<file path="src/rtl/alarm_clock_set_ctrl.sv">
// Mode/adjust controller for the alarm clock counter bank: RUN / ADJ / RING sequencing and button-to-enable pulses.
// Optional build macro AUTO_REPEAT_EN adds auto-repeat for a held up/down button while adjusting.
module alarm_clock_set_ctrl #(
    parameter int RING_TICKS    = 60,
    parameter int TIMEOUT_TICKS = 30,
    parameter int REPEAT_DLY    = 50_000_000,
    parameter int REPEAT_RATE   = 10_000_000
) (
    input  logic       clk,
    input  logic       rst_n,
    input  logic       tick_1hz,
    input  logic       btn_c,
    input  logic       btn_l,
    input  logic       btn_r,
    input  logic       btn_u,
    input  logic       btn_d,
    input  logic       alarm_on,
    input  logic       alarm_match,
    output logic       run_en,
    output logic [3:0] adj_en,
    output logic       adj_dir,
    output logic [1:0] sel,
    output logic [1:0] mode,
    output logic       blink,
    output logic       buzz
);

    typedef enum logic [1:0] {
        RUN  = 2'b00,
        ADJ  = 2'b01,
        RING = 2'b10
    } mode_t;

    localparam int RING_W = $clog2(RING_TICKS + 1);
    localparam int IDLE_W = $clog2(TIMEOUT_TICKS + 1);

    mode_t             state;
    logic [4:0]        btn, prev, edges;
    logic              armed;
    logic [RING_W-1:0] ring_cnt;
    logic [IDLE_W-1:0] idle_cnt;
    logic              rep_fire, rep_dn;

    function automatic logic [RING_W-1:0] ring_inc(input logic [RING_W-1:0] v);
        return (v == RING_W'(RING_TICKS)) ? v : v + 1'b1;
    endfunction

    function automatic logic [IDLE_W-1:0] idle_inc(input logic [IDLE_W-1:0] v);
        return (v == IDLE_W'(TIMEOUT_TICKS)) ? v : v + 1'b1;
    endfunction

    // bit order {c, l, r, u, d}
    assign btn    = {btn_c, btn_l, btn_r, btn_u, btn_d};
    assign edges  = btn & ~prev;
    assign run_en = tick_1hz && (state != ADJ);
    assign mode   = state;

`ifdef AUTO_REPEAT_EN
    localparam int HOLD_MAX = (REPEAT_DLY > REPEAT_RATE) ? REPEAT_DLY : REPEAT_RATE;
    localparam int HOLD_W   = $clog2(HOLD_MAX + 1);

    logic              hold_act, hold_dn, rep_phase, hold_ok, rep_due;
    logic [HOLD_W-1:0] hold_cnt, hold_nxt;

    // hold_cnt counts clocks since the press (first phase) or since the last repeat
    assign hold_nxt = hold_cnt + 1'b1;
    assign hold_ok  = (state == ADJ) && !edges[4] && (btn_u ^ btn_d);
    assign rep_due  = rep_phase ? (hold_nxt >= HOLD_W'(REPEAT_RATE))
                                : (hold_nxt >= HOLD_W'(REPEAT_DLY));
    assign rep_fire = hold_ok && hold_act && (btn_d == hold_dn) &&
                      !(edges[1] | edges[0]) && rep_due;
    assign rep_dn   = hold_dn;

    always_ff @(posedge clk or negedge rst_n) begin
        if (!rst_n) begin
            hold_act  <= 1'b0;
            hold_dn   <= 1'b0;
            rep_phase <= 1'b0;
            hold_cnt  <= '0;
        end else if (hold_ok && (edges[1] | edges[0])) begin
            hold_act  <= 1'b1;
            hold_dn   <= btn_d;
            rep_phase <= 1'b0;
            hold_cnt  <= HOLD_W'(1);
        end else if (hold_ok && hold_act && (btn_d == hold_dn)) begin
            if (rep_fire) begin
                hold_cnt  <= '0;
                rep_phase <= 1'b1;
            end else begin
                hold_cnt  <= hold_nxt;
            end
        end else begin
            hold_act  <= 1'b0;
            rep_phase <= 1'b0;
            hold_cnt  <= '0;
        end
    end
`else
    // repeat parameters are inert in this build; the expression is constant false
    assign rep_fire = (REPEAT_DLY < 0) && (REPEAT_RATE < 0);
    assign rep_dn   = 1'b0;
`endif

    always_ff @(posedge clk or negedge rst_n) begin
        if (!rst_n) begin
            state    <= RUN;
            sel      <= 2'd0;
            adj_en   <= 4'd0;
            adj_dir  <= 1'b0;
            blink    <= 1'b0;
            buzz     <= 1'b0;
            armed    <= 1'b1;
            ring_cnt <= '0;
            idle_cnt <= '0;
            prev     <= 5'd0;
        end else begin
            prev   <= btn;
            adj_en <= 4'd0;
            if (!alarm_match)
                armed <= 1'b1;
            case (state)
                RUN: begin
                    if (alarm_on && alarm_match && armed) begin
                        state    <= RING;
                        buzz     <= 1'b1;
                        armed    <= 1'b0;
                        ring_cnt <= '0;
                    end else if (edges[4]) begin
                        state    <= ADJ;
                        sel      <= 2'd0;
                        idle_cnt <= '0;
                    end
                end
                RING: begin
                    if ((|edges) || !alarm_on ||
                        (tick_1hz && (ring_inc(ring_cnt) == RING_W'(RING_TICKS)))) begin
                        state <= RUN;
                        buzz  <= 1'b0;
                    end else if (tick_1hz) begin
                        ring_cnt <= ring_inc(ring_cnt);
                    end
                end
                ADJ: begin
                    if (edges[4]) begin
                        state <= RUN;
                        sel   <= 2'd0;
                        blink <= 1'b0;
                    end else begin
                        if (edges[2] && !edges[3])
                            sel <= sel + 2'd1;
                        else if (edges[3] && !edges[2])
                            sel <= sel - 2'd1;
                        // pulse targets the field selected before any l/r in the same clock
                        if (edges[1] ^ edges[0]) begin
                            adj_en  <= 4'b0001 << sel;
                            adj_dir <= edges[0];
                        end else if (rep_fire) begin
                            adj_en  <= 4'b0001 << sel;
                            adj_dir <= rep_dn;
                        end
                        if ((|edges[3:0]) || rep_fire) begin
                            idle_cnt <= '0;
                        end else if (tick_1hz) begin
                            if (idle_inc(idle_cnt) == IDLE_W'(TIMEOUT_TICKS)) begin
                                state <= RUN;
                                sel   <= 2'd0;
                                blink <= 1'b0;
                            end else begin
                                idle_cnt <= idle_inc(idle_cnt);
                                blink    <= ~blink;
                            end
                        end
                    end
                end
                default: begin
                    state <= RUN;
                    buzz  <= 1'b0;
                    blink <= 1'b0;
                end
            endcase
        end
    end

endmodule
</file>
<file path="config.mk">
export PLATFORM = sky130hd
export DESIGN_NAME = alarm_clock_set_ctrl
export DESIGN_NICKNAME = d
export VERILOG_FILES = /design/src/rtl/alarm_clock_set_ctrl.sv
export SDC_FILE = /design/constraint.sdc
export NUM_CORES = 1
export LEC_CHECK = 0
export ABC_AREA = 1
export BUFFER_PORTS_ARGS = -buffer_cell sky130_fd_sc_hd__buf_2
export CAP_MARGIN = 5
export CORE_ASPECT_RATIO = 0.7
export CORE_MARGIN = 4
export CORE_UTILIZATION = 60
export DETAILED_ROUTE_END_ITERATION = 6
export PLACE_DENSITY = 0.8
export SYNTH_ARGS = -nofsm -noshare
export SYNTH_HDL_FRONTEND = slang
export SYNTH_SLANG_ARGS = --single-unit
</file>
<file path="constraint.sdc">
create_clock -name clk -period 4.6 [get_ports clk]
set_clock_uncertainty 0.2 [all_clocks]
set_input_delay 0.92 -clock clk [delete_from_list [all_inputs] [get_ports clk]]
set_output_delay 0.92 -clock clk [all_outputs]
set_load 0.02 [all_outputs]
</file>
## After elaboration in Yosys (flattened, before gate mapping)

Cells that the tools add are included.

- Reductions and logical operators: 24
- Multiplexer cells: 44
- Magnitude comparators: 0
- Div/mod/pow operators: 0
- Equality and inequality tests: 20
- Multiply operators: 0
- Bitwise logic cells: 7
- Add/sub/neg operators: 4
- Shift-type cells: 1

Operator list:

| operator | number |
|---|---|
| 5-bit two-way mux | 7 |
| 2-bit two-way mux | 15 |
| 6-bit two-way mux | 4 |
| 3-bit != test, second input constant | 6 |
| 2-bit != test, second input constant | 7 |
| 6-bit equality test, second input constant | 2 |
| 4-bit two-way mux | 3 |
| 6-bit case mux with 2 select lines | 1 |
| 3-bit AND reduction | 4 |
| 5-bit equality test, second input constant | 2 |
| 5-bit case mux with 2 select lines | 1 |
| 1-bit two-way mux | 9 |
| 6-bit by 1-bit adder with 6-bit output, second input constant | 1 |
| 1-bit logical AND | 6 |
| 2-bit case mux with 3 select lines | 1 |
| 6-bit AND reduction | 1 |
| 5-bit by 1-bit adder with 5-bit output, second input constant | 1 |
| 5-bit bitwise AND | 1 |
| 5-bit NOT | 1 |
| 5-bit AND reduction | 1 |
| 5-bit OR reduction | 1 |
| 1-bit NOT | 4 |
| 2-bit case mux with 2 select lines | 1 |
| 4-bit AND reduction | 1 |
| 15 further kinds | 19 |

- Register bits after elaboration: 28
- Bits in writable memories: 0
- Word-level logic and storage cells: 110
- Memory bits (read-only): 0
- Input bits: 10
- Latch bits: 0
- Memories: 0

## Logic depth before layout (Yosys ltp)

Gate-level depths: netlist (run 1).

- Depth in word-level cells: 11
- Depth in mapped cells: 14
- Gate-level depth less buffers: 14

## Worst setup path after synthesis (run 1)

OpenSTA, ideal clock, no wires.

- Kind: input -> output
- From: input port tick_1hz
- To: output port run_en
- Stages: 2
- Data arrival time: 1.256 ns
- Path buffers: 0
- Path slack: 2.224 ns
- Required time: 3.480 ns
- Cells stage by stage: inv_1 -> nor2_1

- Cells in the longest elaborated chain, start to end: 1

Ends and longest elaborated chain:

| element | RTL line | text |
|---|---|---|
| start: declaration | 11 | `input logic tick_1hz,` |
| 1-bit logical AND | 55 | `assign run_en = tick_1hz && (state != ADJ);` |
| end: declaration | 19 | `output logic run_en,` |

Every way passes these cells.

## Final worst setup path (run 1)

Ends and elaborated chain as after synthesis.

==> results_dict.tcl, run 1 <==
set metrics [dict create \
    hold_buffers 0 \
    min_to "armed$_DFF_PN1_" \
    p_total_mw 0.887 \
    cts.repair.resized 0 \
    cts_max_path_buffers 2 \
    power_density_nw_per_um2 463 \
    ios 22 \
    reg2reg_depth 12 \
    mostFrequentLayoutCell "nand2_1" \
    setup_viol 0 \
    cts_tree "yes" \
    grt_pass1_vias 1393 \
    grt_pass1_wl_um 6330 \
    finalNetCount 273 \
    start_util 0.660 \
    worst_setup_path_startpoint "tick_1hz" \
    yosysTopAreaCell "dfrtp_1" \
    p_leak_nw 1.08 \
    drive_above_1_share 0.194 \
    vdd_ir_drop_max_mv 0.357 \
    timing.final.crit_share 0.541 \
    drv_slew 0 \
    clockRootBuffer "clkbuf_8" \
    critPathCaptureType "output pin" \
    hold_ws_ns 0.282 \
    clk_latency_ns 0.28 \
    place_inst 283 \
    cp_data_required_time_ns 3.48 \
    netlist_area_um2 1700 \
    hp-class "reg2reg" \
    numClockSinks 28 \
    cp_max_fo 3 \
    path_class "in2out" \
    synth-warning-count 0 \
    max_freq_mhz 402 \
    postLayoutCoreUtil 0.745 \
    dpl.hpwl_um 2840 \
    clk_pin_slew_ns 0.09 \
    die_x_um 71.6 \
    groute.usage.overall 0.221 \
    post-route-min-period_ns 2.49 \
    synth_top_cell_area_share 0.398 \
    drc 0 \
    cts_max_level 1 \
    ant_nets 0 \
    drt-total-wl_um 3560 \
    rsz0062_at_grt "false" \
    dr.first_iter.drc_count 95 \
    worst_pin_slew_ns 0.621 \
    synthTopCellsByArea "dfrtp_1, nand2_1, inv_1" \
    syn_area_per_cell_um2 7.44 \
    hold_path_depth 2 \
    instances_no_fill 287 \
    slew_headroom 0.586 \
    final_cell_mix "nand2_1, inv_1, dfrtp_1" \
    avgRoutedWirePerCell_um 12.4 \
    seq_area_um2 702 \
    seq_area_frac_synth 0.414 \
    multi_input_comb_area_um2 841 \
    critPathMaxStageDelay_ns 0.17 \
    synth.distinct_cells 25 \
    syn_inst 228 \
    path_cells "buf_2, inv_1, nor2_1, buf_2" \
    num_rows 15 \
    via_count 1503 \
    portBuffers 21 \
    nFillCells 211 \
    diodes 0 \
    setup_tns_ns 0 \
    critPathBufInv 3 \
    syn2layout_area_growth_pct 12.9 \
    crit_slowest_cell "buf_2" \
    arrival_ns 1.37 \
    ff2ff_setup_slack_ns 2.45 \
    start_kind "input pin" \
    status "finished, final reports clean" \
    final_hold_viol_count 0 \
    fp.coreArea_um2 2570 \
    maxCapViolations 0 \
    antenna_found_initial 0 \
    via_per_inst 5.24 \
    die_h_um 52.5 \
    syn-num-nets 247 \
    post-cts-setup-buffers 0 \
    grt-ovfl-total 0 \
    crit_top_cell "buf_2" \
    drtPass1Iterations 4 \
    r2r-end "ring_cnt[2]$_DFFE_PN0P_" \
    ys_seq_elements 28 \
    grt_max_degree 29 \
    cp_top_family "buffers and inverters" \
    cts_made_buffers 3 \
    reg2reg_from "ring_cnt[0]$_DFFE_PN0P_" \
    place.gp.congestion 0.961 \
    dieArea_um2 3760 \
    min_from "armed$_DFF_PN1_" \
]
-- sequential cells by signal, indices dropped and copies added (netlist names) --
| name | flops |
|---|---|
| ring_cnt | 6 |
| idle_cnt | 5 |
| sel | 2 |
| blink | 1 |
| prev | 5 |
| armed | 1 |
| adj_dir | 1 |
| adj_en | 4 |
| buzz | 1 |
| mode | 2 |
-- worst max path at each step --
| stage | cells after the start | to | slack, ns |
|---|---|---|---|
| after global placement | 10 | idle_cnt[2]$_DFFE_PN0P_ | 2.09 |
| after floorplan | 2 | run_en | 2.22 |
| after CTS | 4 | run_en | 2.11 |
| after global routing | 4 | run_en | 2.07 |
| after detailed placement | 10 | idle_cnt[2]$_DFFE_PN0P_ | 2.06 |
| final | 4 | run_en | 2.11 |
-- kinds of logic after synthesis --
kind of cell	synth area share
simple gates	0.326
buf+inv	0.0907
flops	0.414
compound gates	0.0878
fa+ha+maj	0.0664
xor+xnor	0.0155
-- final cells by class --
class,count,share of cell area
Multi-Input combinational cell,159,0.439
Sequential cell,28,0.366
Inverter,41,0.0803
Timing Repair Buffer,21,0.0549
Tap cell,34,0.0222
Clock buffer,3,0.0216
Clock inverter,1,0.0157
-- cells in the mapped netlist, drive strengths merged --
| cell type | number |
|---|---|
| xnor2 | 2 |
| dfrtp | 27 |
| o21bai | 2 |
| nand2 | 70 |
| a21oi | 10 |
| inv | 39 |
| clkinv | 2 |
| xor2 | 1 |
| nor4 | 1 |
| o21ai | 12 |
| dfstp | 1 |
| nand4 | 6 |
| ha | 9 |
| nand3 | 22 |
| nor2 | 21 |
| nand3b | 1 |
| a31oi | 2 |
-- metal layers --
metal | vias to the layer above | GRT usage | wire length, µm
li1 | 770 | - | -
met1 | 685 | 0.309 | 1700
met2 | 43 | 0.354 | 1540
met3 | 5 | 0.0441 | 269
met4 | 0 | 0.0563 | 39
met5 | - | 0 | 0
-- tightest hold or removal path: stages, from the launching register on --
cell	delay, ns
dfstp_2	0.38
inv_1	0.04
a21oi_1	0.06
-- through the flow --
step / worst slack [ns] / area [µm²]
after floorplan: 2.22 / 1700
final: 2.11 / 1920
after global placement: 2.09 / 1840
after CTS: 2.11 / 1920
after detailed placement: 2.06 / 1840
after global routing: 2.07 / 1920
-- where the power goes --
group	internal, mW	total (mW)	leakage (nW)	switching [mW]
Combinational	0.114	0.365	0.673	0.250
Clock	0.117	0.192	0.0357	0.0758
Sequential	0.288	0.330	0.368	0.0416
Note: power is estimated with default switching activity, not from simulation.
==> run 2, diff against run 1 <==
ABC_AREA = 0   (was 1)
CORE_UTILIZATION = 52   (was 60)
PLACE_DENSITY = 0.74   (was 0.8)
clock period = 2.1 ns   (was 4.6 ns; I/O delays follow)
==> results_dict.tcl, run 2 <==
set metrics [dict create \
    violations "negative setup slack" \
    ant_nets 0 \
    seq_area_um2 707 \
    die_x_um 77.0 \
    numClockSinks 28 \
    cts_made_buffers 3 \
    critPathCaptureType "register" \
    reg.largest.list "ring_cnt: 6 flops, idle_cnt: 5 flops, prev: 5 flops" \
    synth.most_common_cell "dfrtp_1" \
    final_hold_viol_count 0 \
    arrival_ns 2.34 \
    dpl.hpwl_um 3380 \
    num_rows 17 \
    p_leak_nw 1.19 \
    path_class "reg2reg" \
    antenna_found_initial 0 \
    ys_seq_elements 28 \
    place_area_um2 2130 \
    largest_reg_flops 6 \
    vdd_ir_drop_max_mv 0.436 \
    critPathMaxStageDelay_ns 0.44 \
    drtPass1Iterations 7 \
    syn_area_per_cell_um2 9.48 \
    start_kind "register" \
    final_cell_mix "buf_4, dfrtp_1, buf_2" \
    nFillCells 169 \
    synth_edf_count 0 \
    met1_usage 0.353 \
    portBuffers 21 \
    critPathBufInv 2 \
    drc 0 \
    mostFrequentLayoutCell "buf_4" \
    synthTopCellsByCount "dfrtp_1, nand2_1, a21oi_1, o21ai_0" \
    finalInstanceArea_um2 2610 \
    avgRoutedWirePerCell_um 22.1 \
    clk_latency_ns 0.28 \
    synth_ff_type "dfrtp_1" \
    dr.first_iter.drc_count 223 \
    multi_input_comb_area_um2 1160 \
    start_util 0.547 \
    path_cells "buf_4, nand2_4, or3_4, a2111oi_4, o22ai_4, buf_6, a21boi_2, o21ai_1" \
    groute.usage.overall 0.289 \
    grt_use_met3 0.0545 \
    async_flop_share 1.00 \
    cts_tree "yes" \
    synth_top_cell_area_share 0.390 \
    instances_no_fill 300 \
    hp-class "in2reg" \
    drive_above_1_share 0.515 \
    cts_max_level 1 \
    clk_pin_slew_ns 0.10 \
    netlist_area_um2 1730 \
    cp_top_family "compound AO/OA/AOI/OAI gates" \
    cp_data_required_time_ns 2.09 \
    top_usage_layer "met2" \
    postLayoutCoreUtil 0.823 \
    dieArea_um2 4340 \
    diodes 0 \
    max_freq_mhz 425 \
    cts_max_path_buffers 2 \
    syn2layout_area_growth_pct 50.4 \
    grt_max_degree 29 \
    syn-num-nets 202 \
    via_count 2023 \
    clockRootBuffer "clkbuf_8" \
    largest_register "ring_cnt" \
    setup_viol 17 \
    place_inst 271 \
    maxCapViolations 0 \
    synthTopCellsByArea "dfrtp_1, ha_1, nand2_1" \
    layout_setup_ws_ns -0.255 \
    via_per_inst 6.74 \
    drv_slew 0 \
    fp.coreArea_um2 3170 \
    synth.distinct_cells 50 \
    slew_headroom 0.570 \
    rsz0062_at_grt "true" \
    yosysTopAreaCell "dfrtp_1" \
    worst_pin_slew_ns 0.645 \
    power_density_nw_per_um2 771 \
    synth-warning-count 0 \
    syn_inst 183 \
    grt_pass1_vias 1918 \
    place.gp.congestion 0.912 \
    seq_area_frac_synth 0.405 \
    timing.final.crit_share 1.12 \
    crit_slowest_cell "dfrtp_2" \
    cp_max_fo 5 \
    grt_use_met2 0.511 \
    ios 22 \
    die_h_um 56.3 \
    finalNetCount 282 \
    status "finished, violations left" \
    post-route-min-period_ns 2.35 \
    grt_pass1_wl_um 9880 \
    drt-total-wl_um 6640 \
    grt-ovfl-total 0 \
]
## run 2: cell types whose count changed after synthesis, sizes merged, moves of 4 or more
cell    delta
buf        +8
nand2     -50
nand3     -15
nor2      -16
inv       -31
and3       +8
a22o       +4
nand2b     +9
## run 2: cells by family (layout without fill, tap and decap cells)
| logic type | count (synthesis) | count (layout) | share of synthesized area |
|---|---|---|---|
| fa+ha+maj | 9 | 9 | 0.0649 |
| buf+inv | 17 | 95 | 0.0534 |
| flops | 28 | 28 | 0.405 |
| xor+xnor | 1 | 1 | 0.00505 |
| simple gates | 71 | 72 | 0.237 |
| compound gates | 57 | 57 | 0.235 |
## run 2: through the flow
stage / power, mW / hold WS (ns) / setup TNS, ns / setup slack, ns
2_1_floorplan: 1.03 / -0.0756 / -0.933 / -0.165
3_3_place_gp: 1.20 / 0.252 / -2.26 / -0.280
3_5_place_dp: 1.25 / 0.267 / -3.41 / -0.400
4_1_cts: 1.83 / 0.0552 / -0.924 / -0.116
5_1_grt: 2.09 / 0.0506 / -3.60 / -0.357
6_report: 2.01 / 0.0523 / -2.23 / -0.255
## run 2: report_power, final
| part | total, mW | internal (mW) | switching, mW |
|---|---|---|---|
| clock network | 0.430 | 0.256 | 0.175 |
| registers | 0.679 | 0.603 | 0.0761 |
| logic | 0.901 | 0.401 | 0.500 |
| total | 2.01 | 1.26 | 0.751 |
## run 2: final timing paths
check,from,end,slack [ns],cells after the start
max,ring_cnt[1]$_DFFE_PN0P_,ring_cnt[0]$_DFFE_PN0P_,-0.25,8
max reg2reg,ring_cnt[1]$_DFFE_PN0P_,ring_cnt[0]$_DFFE_PN0P_,-0.25,8
min reg2reg,buzz$_DFFE_PN0P_,buzz$_DFFE_PN0P_,0.35,1
min,btn_u,prev[1]$_DFF_PN0_,0.05,1
max in group asynchronous,rst_n,mode[0]$_DFFE_PN0P_,0.75,2
min in group asynchronous,rst_n,ring_cnt[5]$_DFFE_PN0P_,0.49,2
## run 2: final cells by class
cell class,count,area share
clock inverters,1,0.0115
repair buffers,83,0.228
inverters,8,0.0115
flip-flops and latches,28,0.271
well taps,38,0.0182
clock buffers,3,0.0158
multi-input cells,139,0.444
## run 2: timing repair
item	in CTS	in global routing
setup endpoints to repair	16	17
pin swaps	20	7
resized for setup	43	14
endpoints found under the hold margin	27	0
buffers inserted	17	5
hold buffers	1	0
cloned	2	0
## run 2: routing by layer
metal	vias to the layer above	routed length, µm
li1	841	-
met5	-	0
met3	65	607
met1	937	2410
met2	180	3080
met4	0	536
